<file path="config.mk">
export PLATFORM = sky130hd
export DESIGN_NAME = cla_pipe_addsub_flat
export DESIGN_NICKNAME = d
export VERILOG_FILES = /design/src/rtl/cla_pipe_addsub_pkg.sv /design/src/rtl/cla_pipe_addsub_if.sv /design/src/rtl/cla_pipe_addsub_group.sv /design/src/rtl/cla_pipe_addsub.sv /design/src/flat_wrapper.sv
export SDC_FILE = /design/constraint.sdc
export NUM_CORES = 1
export LEC_CHECK = 0
export ABC_AREA = 1
export CORE_AREA = 3 3 110 112
export CTS_CLUSTER_DIAMETER = 30
export DETAILED_ROUTE_END_ITERATION = 8
export DIE_AREA = 0 0 113 115
export PLACE_DENSITY_LB_ADDON = 0.3
export SKIP_LAST_GASP = 1
export SLEW_MARGIN = 20
export SYNTH_ARGS = -nofsm -noshare
export SYNTH_HDL_FRONTEND = slang
export SYNTH_SLANG_ARGS = --single-unit
</file>
<file path="constraint.sdc">
create_clock -name clk -period 1.5 [get_ports clk]
set_clock_uncertainty 0.05 [all_clocks]
set_input_delay 0.45 -clock clk [delete_from_list [all_inputs] [get_ports clk]]
set_output_delay 0.45 -clock clk [all_outputs]
set_load 0.01 [all_outputs]
</file>
<file path="src/rtl/cla_pipe_addsub_pkg.sv">
// cla_pipe_addsub_pkg: default widths and pipeline-depth derivation shared by the adder, its interface and benches
package cla_pipe_addsub_pkg;
  localparam int DEF_WIDTH = 16;
  localparam int DEF_GROUP = 4;
  function automatic int lat(input int width, input int group);
    return width / group;
  endfunction
endpackage

</file>
<file path="src/rtl/cla_pipe_addsub_if.sv">
// cla_pipe_addsub_if: operand (in_*) and result (out_*) valid/ready channels; master = producer/consumer side, slave = adder
interface cla_pipe_addsub_if
  import cla_pipe_addsub_pkg::*;
#(
  parameter int WIDTH = DEF_WIDTH
) ();
  logic             in_valid;
  logic             in_ready;
  logic [WIDTH-1:0] in_a;
  logic [WIDTH-1:0] in_b;
  logic             in_cin;
  logic             in_sub;
  logic             out_valid;
  logic             out_ready;
  logic [WIDTH-1:0] out_sum;
  logic             out_cout;
  logic             out_ovf;
  modport master (
    output in_valid, in_a, in_b, in_cin, in_sub, out_ready,
    input  in_ready, out_valid, out_sum, out_cout, out_ovf
  );
  modport slave (
    input  in_valid, in_a, in_b, in_cin, in_sub, out_ready,
    output in_ready, out_valid, out_sum, out_cout, out_ovf
  );
endinterface

</file>
<file path="src/rtl/cla_pipe_addsub_group.sv">
// cla_pipe_addsub_group: combinational N-bit lookahead group; a/b/cin in, sum, group carry-out and carry into the top bit out
module cla_pipe_addsub_group #(
  parameter int N = 4
) (
  input  logic [N-1:0] a,
  input  logic [N-1:0] b,
  input  logic         cin,
  output logic [N-1:0] sum,
  output logic         cout,
  output logic         cmsb
);
  logic [N-1:0] g, p, gg, pp;
  logic [N:0]   cc;
  always_comb begin
    g = a & b;
    p = a ^ b;
    gg[0] = g[0];
    pp[0] = p[0];
    for (int i = 1; i < N; i++) begin
      gg[i] = g[i] | (p[i] & gg[i-1]);
      pp[i] = p[i] & pp[i-1];
    end
    cc[0] = cin;
    for (int i = 0; i < N; i++) cc[i+1] = gg[i] | (pp[i] & cin);
    sum = p ^ cc[N-1:0];
  end
  assign cout = cc[N];
  assign cmsb = cc[N-1];
endmodule

</file>
<file path="src/rtl/cla_pipe_addsub.sv">
// cla_pipe_addsub: pipelined CLA add/sub resolving one GROUP per stage; clk, async rst_n, bus = operand/result handshakes
module cla_pipe_addsub
  import cla_pipe_addsub_pkg::*;
#(
  parameter int WIDTH = DEF_WIDTH,
  parameter int GROUP = DEF_GROUP
) (
  input logic               clk,
  input logic               rst_n,
  cla_pipe_addsub_if.slave  bus
);
  localparam int LAT = lat(WIDTH, GROUP);
  if (WIDTH % GROUP != 0) begin : g_bad
    $error("WIDTH must be a multiple of GROUP");
  end
  logic [LAT-1:0]   v, c, adv;
  logic             m   [LAT];
  logic [WIDTH-1:0] a_q [LAT];
  logic [WIDTH-1:0] b_q [LAT];
  logic [WIDTH-1:0] s_q [LAT];
  assign bus.in_ready  = adv[0];
  assign bus.out_valid = v[LAT-1];
  assign bus.out_sum   = s_q[LAT-1];
  assign bus.out_cout  = c[LAT-1];
  assign bus.out_ovf   = c[LAT-1] ^ m[LAT-1];
  for (genvar s = 0; s < LAT; s++) begin : g_stage
    logic [WIDTH-1:0] a_i, b_i, s_i, s_n;
    logic [GROUP-1:0] g_s;
    logic             v_i, c_i, g_c, g_m;
    if (s == 0) begin : g_first
      assign v_i = bus.in_valid;
      assign a_i = bus.in_a;
      assign b_i = bus.in_sub ? ~bus.in_b : bus.in_b;
      assign c_i = bus.in_sub | bus.in_cin;
      assign s_i = '0;
    end else begin : g_next
      assign v_i = v[s-1];
      assign a_i = a_q[s-1];
      assign b_i = b_q[s-1];
      assign c_i = c[s-1];
      assign s_i = s_q[s-1];
    end
    if (s == LAT - 1) begin : g_last
      assign adv[s] = !v[s] | bus.out_ready;
    end else begin : g_mid
      assign adv[s] = !v[s] | adv[s+1];
    end
    cla_pipe_addsub_group #(.N(GROUP)) u_grp (
      .a    (a_i[s*GROUP +: GROUP]),
      .b    (b_i[s*GROUP +: GROUP]),
      .cin  (c_i),
      .sum  (g_s),
      .cout (g_c),
      .cmsb (g_m)
    );
    always_comb begin
      s_n = s_i;
      s_n[s*GROUP +: GROUP] = g_s;
    end
    always_ff @(posedge clk or negedge rst_n) begin
      if (!rst_n) begin
        v[s]   <= 1'b0;
        c[s]   <= 1'b0;
        m[s]   <= 1'b0;
        a_q[s] <= '0;
        b_q[s] <= '0;
        s_q[s] <= '0;
      end else if (adv[s]) begin
        v[s] <= v_i;
        if (v_i) begin
          c[s]   <= g_c;
          m[s]   <= g_m;
          a_q[s] <= a_i;
          b_q[s] <= b_i;
          s_q[s] <= s_n;
        end
      end
    end
  end
endmodule

</file>
<file path="src/flat_wrapper.sv">
// flat-port wrapper written by rule: the top's interface ports become plain ports
module cla_pipe_addsub_flat import cla_pipe_addsub_pkg::*;
#(
  parameter int WIDTH = DEF_WIDTH,
  parameter int GROUP = DEF_GROUP
)
  (clk, rst_n, bus_in_valid, bus_in_a, bus_in_b, bus_in_cin, bus_in_sub, bus_out_ready, bus_in_ready, bus_out_valid, bus_out_sum, bus_out_cout, bus_out_ovf);
  cla_pipe_addsub_if #(.WIDTH(WIDTH)) bus_i ();
  input logic clk;
  input logic rst_n;
  input wire logic [$bits(bus_i.in_valid)-1:0] bus_in_valid;
  input wire logic [$bits(bus_i.in_a)-1:0] bus_in_a;
  input wire logic [$bits(bus_i.in_b)-1:0] bus_in_b;
  input wire logic [$bits(bus_i.in_cin)-1:0] bus_in_cin;
  input wire logic [$bits(bus_i.in_sub)-1:0] bus_in_sub;
  input wire logic [$bits(bus_i.out_ready)-1:0] bus_out_ready;
  output wire logic [$bits(bus_i.in_ready)-1:0] bus_in_ready;
  output wire logic [$bits(bus_i.out_valid)-1:0] bus_out_valid;
  output wire logic [$bits(bus_i.out_sum)-1:0] bus_out_sum;
  output wire logic [$bits(bus_i.out_cout)-1:0] bus_out_cout;
  output wire logic [$bits(bus_i.out_ovf)-1:0] bus_out_ovf;
  assign bus_i.in_valid = bus_in_valid;
  assign bus_i.in_a = bus_in_a;
  assign bus_i.in_b = bus_in_b;
  assign bus_i.in_cin = bus_in_cin;
  assign bus_i.in_sub = bus_in_sub;
  assign bus_i.out_ready = bus_out_ready;
  assign bus_in_ready = bus_i.in_ready;
  assign bus_out_valid = bus_i.out_valid;
  assign bus_out_sum = bus_i.out_sum;
  assign bus_out_cout = bus_i.out_cout;
  assign bus_out_ovf = bus_i.out_ovf;
  cla_pipe_addsub #(.WIDTH(WIDTH), .GROUP(GROUP)) u_core (.clk(clk), .rst_n(rst_n), .bus(bus_i));
endmodule
</file>
==> run_results.csv, run 1 <==
group,metric,value,unit
grt,overflow,0,
power_and_ir_drop,peakVddDrop,0.00105,V
synthesis,ys_dominant_reg_cell,"dfrtp_1",
power_and_ir_drop,p_sw_share,32.8,%
power_and_ir_drop,p_int,6.35,mW
sta,rsz0062_at_grt,"yes",
floorplanning,fp.dieW,113,um
synthesis,ys_warn_count,0,
critical_path,max_stage_delay,0.38,ns
synthesis,synth-edff-count,0,
critical_path,start_kind,"register",
clocking,cts_inserted_buffers,9,
flow_run,maxCapViolations,0,
sta,worst_pin_slew,0.305,ns
route,drtIter0Drc,162,
placement,port_buffers,57,
critical_path,reg2reg_to,"u_core.g_stage[1].a_i[4]",
floorplanning,initial_core_util,39.3,%
synthesis,synth_cells,503,
placement,dpl_worst_slack,-0.758,ns
critical_path,crit_buf_inv,3,
critical_path,path_class,"register to output port",
finish,num_antenna_cells,0,
route,wl_per_cell,12.5,um
sta,final.min_clock_period,1.68,ns
synthesis,avgSynthCellArea,8.84,um2
synthesis,synth-seq-area-share,54.6,%
clocking,ctsLongestPathBuffers,2,
critical_path,crit_family,"flip-flops",
sta,slew_headroom,79.7,%
power_and_ir_drop,seqPwrFrac,41.5,%
synthesis,synth_area_leaders,"dfrtp_1 55%, nand2_1 17%, o21ai_0 5.4%, ha_1 4.5%, inv_1 4.4%",
critical_path,cp_common_cell,"buf_6",
clocking,path_clk_slew,0.07,ns
power_and_ir_drop,power.density,1590,nW/um2
critical_path,end_kind,"output port",
outcome,violations,"setup timing",
synthesis,yosys_register_bits,97,
finish,final_core_util,52.4,%
route,dr.pass1.iters,4,
grt,grt_max_degree,47,
sta,setup_viol,3,
synthesis,synth_fa_ha_area_share,6.30,%
grt,grt_usage,14.6,%
route,drc,0,
synthesis,synthesis.area,4450,um2
synthesis,synth_top_family_by_area,"simple AND/OR/NAND/NOR gates",
critical_path,r2r_setup_slack,0.06,ns
sta,fin_ws,-0.180,ns
power_and_ir_drop,power_frac_clock,25.9,%
power_and_ir_drop,combPwrFrac,32.6,%
synthesis,yosysTopAreaCell,"dfrtp_1",
power_and_ir_drop,p_leak,2.95,nW
clocking,cts_root_buf,"clkbuf_16",
grt,grt_pass1_vias,3352,
critical_path,r2r_cells,9,
placement,post-dp-hpwl,6370,um
synthesis,synth.mux.area_fraction,0,%
clocking,insertion_delay,0.34,ns
critical_path,cpMaxStageDelayCell,"dfrtp_1",
finish,drive_gt1_share,15.7,%
synthesis,async_flop_share,100,%
clocking,cts_sinks,97,
route,detail-route-antenna-nets,0,
critical_path,path_max_fanout,2,
worst_hold_path,min_path_cells,2,
critical_path,cp.required,1.00,ns
synthesis,ys_types,25,
synthesis,synth_fp_nets,561,
critical_path,regToRegStartpoint,"u_core.bus.out_valid",
finish,area_growth,33.3,%
synthesis,synth-simple-area-share,20.2,%
synthesis,synth_compound_area_share,7.14,%
worst_hold_path,min_to,"u_core.bus.out_sum[7]",
floorplanning,core-area,11300,um2
sta,clock.fmax,595,MHz
sta,finalCritPeriodShare,112,%
route,vias_per_cell,4.65,
worst_hold_path,hold_class,"register to register",
outcome,status,"finished, violations left",
floorplanning,num_io_pins,58,
sta,hold_violations,0,
floorplanning,die_area,13000,um2
floorplanning,fp-row-count,39,
critical_path,arrival,1.18,ns
route,wl,9230,um
clocking,tritoncts,"built",
sta,slew_violations,0,
grt,grt_antenna_before_repair,0,
floorplanning,die_h,115,um
route,route.vias.total,3425,
clocking,cts_htree_levels,3,
grt,grt_pass1_wl,15500,um
placement,place_congestion,0.816,
worst_hold_path,worstHoldStart,"u_core.g_stage[3].s_i[7]",
critical_path,cp_cell_sequence,"buf_6 -> nand4_4 -> nor2_4 -> inv_2 -> buf_6",
synthesis,synth_xor_area_share,4.14,%
power_and_ir_drop,p_sw,3.10,mW
synthesis,yosysTopAreaCellShare,54.6,%
finish,finalNetCount,646,
==> flip-flops by register name (all words and copies together) (netlist names) <==
name,cells
u_core.g_stage.b_i,24
u_core.g_stage.c_i,3
u_core.bus.out_sum,16
u_core.bus.out_cout,1
u_core.bus.out_valid,1
u_core.g_stage.v_i,3
u_core.g_stage.s_i,24
u_core.g_stage.a_i,24
u_core.m,1
==> worst reg2reg max path, delay by kind of cell (launching register included) <==
| kind | cells | cell delay, ns |
|---|---|---|
| DFF | 1 | 0.40 |
| and+or+nand+nor | 4 | 0.28 |
| buffers and inverters | 4 | 0.56 |
| AOI/OAI and AO/OA | 1 | 0.07 |
==> placed cells by master (no fill, tap or decap), types with 2 or more instances in the layout <==
cell / synthesis / layout
nor2_2: 1 / 2
xnor2_1: 13 / 13
dlygate4sd2_1: 0 / 5
buf_6: 3 / 11
dfrtp_1: 97 / 97
clkbuf_2: 0 / 2
o21ai_0: 48 / 41
buf_2: 9 / 2
inv_1: 52 / 49
bufinv_16: 0 / 2
nor2_1: 13 / 9
nand3_2: 0 / 4
nor2_4: 1 / 4
a21oi_1: 5 / 5
fa_1: 4 / 3
clkinvlp_4: 0 / 2
ha_4: 0 / 5
o21ai_1: 8 / 15
nand3_1: 15 / 11
clkdlybuf4s50_1: 0 / 27
clkinv_2: 0 / 2
buf_12: 0 / 7
ha_1: 16 / 11
inv_2: 0 / 3
xor2_1: 8 / 6
dlymetal6s2s_1: 0 / 2
inv_6: 0 / 2
nand2_2: 0 / 10
xor2_2: 0 / 2
clkdlybuf4s15_1: 0 / 15
buf_4: 5 / 20
nand2_1: 197 / 186
clkbuf_16: 0 / 9
==> kinds of logic (layout without fill, tap and decap cells) <==
| family | Yosys count | count (layout) |
|---|---|---|
| xor gates and xnor gates | 21 | 21 |
| DFF | 97 | 97 |
| AOI/OAI and AO/OA | 63 | 63 |
| and+or+nand+nor | 229 | 229 |
| buffers and inverters | 73 | 163 |
| adders and majority gates | 20 | 20 |
==> repair_timing <==
| item | CTS | global route |
|---|---|---|
| pin swaps | 8 | 15 |
| resized for setup | 71 | 50 |
| hold endpoints to repair | 19 | 0 |
| cloned | 0 | 2 |
| buffers inserted | 6 | 4 |
| hold buffers | 1 | 0 |
| setup endpoints to repair | 31 | 42 |
==> layer usage <==
metal	vias up	track usage (%)	wire length, um
met4	0	5.05	133
li1	1731	-	-
met2	65	24.4	4550
met5	-	0	0
met1	1618	19.1	4220
met3	11	2.74	324
==> how the worst max path moves through the flow <==
| stage | from | endpoint | slack, ns | cells after the start |
|---|---|---|---|---|
| 6_report | u_core.bus.out_valid | bus_in_ready | -0.18 | 5 |
| 4_1_cts | u_core.bus.out_valid | bus_in_ready | -0.20 | 5 |
| 3_5_place_dp | bus_in_sub | u_core.g_stage[1].c_i | -0.76 | 11 |
| 5_1_grt | u_core.bus.out_valid | bus_in_ready | -0.26 | 5 |
| 2_1_floorplan | bus_in_sub | u_core.g_stage[1].c_i | -0.30 | 12 |
| 3_3_place_gp | bus_out_ready | bus_in_ready | -0.74 | 6 |
==> synth_stat cells (3+ instances only) <==
cell type / count
a21oi_1: 5
buf_2: 9
buf_4: 5
buf_6: 3
dfrtp_1: 97
fa_1: 4
ha_1: 16
inv_1: 52
nand2_1: 197
nand3_1: 15
nor2_1: 13
o21ai_0: 48
o21ai_1: 8
xnor2_1: 13
xor2_1: 8
==> power by group through the flow <==
| stage | Clock (mW) | Sequential (mW) | Combinational (mW) |
|---|---|---|---|
| 4_1_cts | 2.49 | 3.90 | 2.91 |
| 6_report | 2.44 | 3.92 | 3.08 |
| 5_1_grt | 2.58 | 4.02 | 3.52 |
| 2_1_floorplan | 0 | 3.91 | 1.61 |
| 3_5_place_dp | 0 | 3.94 | 2.91 |
| 3_3_place_gp | 0 | 3.91 | 2.85 |
==> stage by stage <==
step	cell area [um2]	hold slack, ns	instances	TNS (ns)	power (mW)
2_1_floorplan	4480	0.104	503	-1.16	5.52
3_3_place_gp	5320	0.309	707	-26.84	6.76
3_5_place_dp	5320	0.312	707	-28.40	6.85
4_1_cts	5710	0.427	730	-0.231	9.30
5_1_grt	5930	0.454	736	-0.892	10.1
6_report	5930	0.421	736	-0.298	9.44
==> final cells by class <==
class	instances	area, um2
Clock buffer	9	225
Clock inverter	7	93.8
Fill cell	1047	5390
Inverter	54	215
Multi-Input combinational cell	333	1850
Sequential cell	97	2430
Tap cell	143	179
Timing Repair Buffer	92	933
Timing Repair inverter	1	8.76
(Power assumes the default switching activity.)
==> run 2, diff against run 1 <==
--- a/config.mk
+++ b/config.mk
@@ -6,10 +6,11 @@
 export NUM_CORES = 1
 export LEC_CHECK = 0
 export ABC_AREA = 1
-export CORE_AREA = 3 3 110 112
+export CORE_AREA = 2 2 109 111
 export CTS_CLUSTER_DIAMETER = 30
+export CTS_CLUSTER_SIZE = 20
 export DETAILED_ROUTE_END_ITERATION = 8
-export DIE_AREA = 0 0 113 115
+export DIE_AREA = 0 0 111 113
 export PLACE_DENSITY_LB_ADDON = 0.3
 export SKIP_LAST_GASP = 1
 export SLEW_MARGIN = 20
==> run_results.csv, run 2 (synthesized netlist as in run 1, its figures left out) <==
group,metric,value,unit
outcome,violations,"setup timing",
critical_path,cp_common_cell,"buf_6",
grt,grt_pass1_wl,15300,um
sta,fin_ws,-0.201,ns
sta,rsz0062_at_grt,"yes",
route,wl,9150,um
route,detail-route-antenna-nets,0,
sta,finalCritPeriodShare,113,%
critical_path,cp_cell_sequence,"buf_6 -> nand4_4 -> nor2_4 -> inv_2 -> buf_6",
clocking,tritoncts,"built",
clocking,cts_root_buf,"clkbuf_16",
power_and_ir_drop,power.density,1540,nW/um2
clocking,insertion_delay,0.34,ns
floorplanning,die_area,12500,um2
critical_path,r2r_setup_slack,-0.01,ns
worst_hold_path,hold_class,"register to register",
power_and_ir_drop,peakVddDrop,0.000777,V
grt,grt_max_degree,32,
clocking,path_clk_slew,0.07,ns
floorplanning,fp-row-count,39,
floorplanning,core-area,11300,um2
finish,drive_gt1_share,17.2,%
placement,port_buffers,57,
sta,slew_violations,0,
critical_path,end_kind,"output port",
clocking,ctsLongestPathBuffers,2,
clocking,cts_sinks,97,
sta,final.min_clock_period,1.70,ns
floorplanning,num_io_pins,58,
finish,finalNetCount,652,
critical_path,path_max_fanout,2,
sta,slew_headroom,74.8,%
finish,num_antenna_cells,0,
grt,grt_usage,15.0,%
sta,holdWs,0.422,ns
sta,clock.fmax,588,MHz
route,wl_per_cell,12.3,um
critical_path,path_class,"register to output port",
flow_run,maxCapViolations,0,
route,drc,0,
grt,overflow,0,
grt,grt_antenna_before_repair,0,
finish,final_core_util,53.4,%
grt,grt_pass1_vias,3327,
sta,setup_viol,4,
critical_path,start_kind,"register",
placement,post-dp-hpwl,6600,um
route,drtIter0Drc,165,
clocking,cts_inserted_buffers,9,
critical_path,crit_family,"flip-flops",
floorplanning,initial_core_util,39.5,%
floorplanning,fp.dieW,111,um
clocking,cts_htree_levels,3,
route,dr.pass1.iters,6,
outcome,status,"finished, violations left",
placement,place_congestion,0.769,
finish,final_cell_mix,"182 x nand2_1, 97 x dfrtp_1, 48 x inv_1, 40 x o21ai_0, 28 x buf_4",
route,route.vias.total,3357,
sta,hold_violations,0,
critical_path,cp.required,1.00,ns
floorplanning,die_h,113,um
finish,area_growth,35.4,%
critical_path,arrival,1.20,ns
critical_path,crit_buf_inv,3,
finish,layout.cells.most_common,"nand2_1",
route,vias_per_cell,4.52,
power_and_ir_drop,p_leak,3.03,nW
critical_path,cpMaxStageDelayCell,"dfrtp_1",
critical_path,max_stage_delay,0.38,ns
sta,worst_pin_slew,0.378,ns
==> run 2: through the flow <==
| stage | instances | setup slack (ns) | setup TNS, ns | power [mW] | cell area, um2 |
|---|---|---|---|---|---|
| 6_report | 742 | -0.201 | -0.327 | 9.29 | 6020 |
| 5_1_grt | 742 | -0.246 | -2.21 | 9.99 | 6020 |
| 4_1_cts | 733 | -0.220 | -0.274 | 9.17 | 5720 |
| 3_5_place_dp | 710 | -0.778 | -30.03 | 6.84 | 5340 |
| 3_3_place_gp | 710 | -0.743 | -27.36 | 6.73 | 5340 |
| 2_1_floorplan | 503 | -0.295 | -1.16 | 5.52 | 4480 |
==> run 2: worst min-delay path, stage by stage, from the launching register on <==
cell and delay [ns]:
dfrtp_1 0.34, nand2_1 0.05, nand2_1 0.04
==> run 2: path summary, 6_finish.rpt <==
kind                                            from                   endpoint  cells past startpoint
hold / removal             u_core.g_stage[2].a_i[14]  u_core.g_stage[3].a_i[14]                      2
setup / recovery                u_core.bus.out_valid               bus_in_ready                      5
max in group asynchronous                      rst_n       u_core.bus.out_valid                      3
hold reg to reg            u_core.g_stage[2].a_i[14]  u_core.g_stage[3].a_i[14]                      2
setup reg to reg                u_core.bus.out_valid   u_core.g_stage[1].a_i[4]                      8
min in group asynchronous                      rst_n   u_core.g_stage[3].s_i[6]                      2
==> run 2: per-layer routing <==
metal  up-vias  wire length [um]  GRT usage, %
li1       1747                 -             -
met1      1533              4110          19.2
met2        63              4550          25.3
met3        14               302          2.25
met4         0               185          7.25
met5         -                 0             0
==> run 2: area by class of cell <==
cell class              count  area [um2]
flip-flops and latches     97        2430
well taps                 143         179
clock inverters             7        80.1
repair buffers             97         992
clock buffers               9         225
inverters                  54         229
fillers                  1013        5250
repair inverters            2        22.5
multi-input cells         333        1870
==> run 2: repair_timing <==
item | in CTS | in global routing
pin swaps | 8 | 19
gates resized for setup | 75 | 58
endpoints found under the setup margin | 38 | 45
endpoints found under the hold margin | 22 | 0
hold buffers | 1 | 0
buffers inserted | 6 | 7
cloned | 0 | 3
==> run 2: power breakdown <==
group	switching (mW)	internal, mW	total (mW)	leakage, nW
Sequential	0.490	3.42	3.91	1.20
Combinational	1.60	1.48	3.07	1.68
Clock	1.00	1.31	2.31	0.142
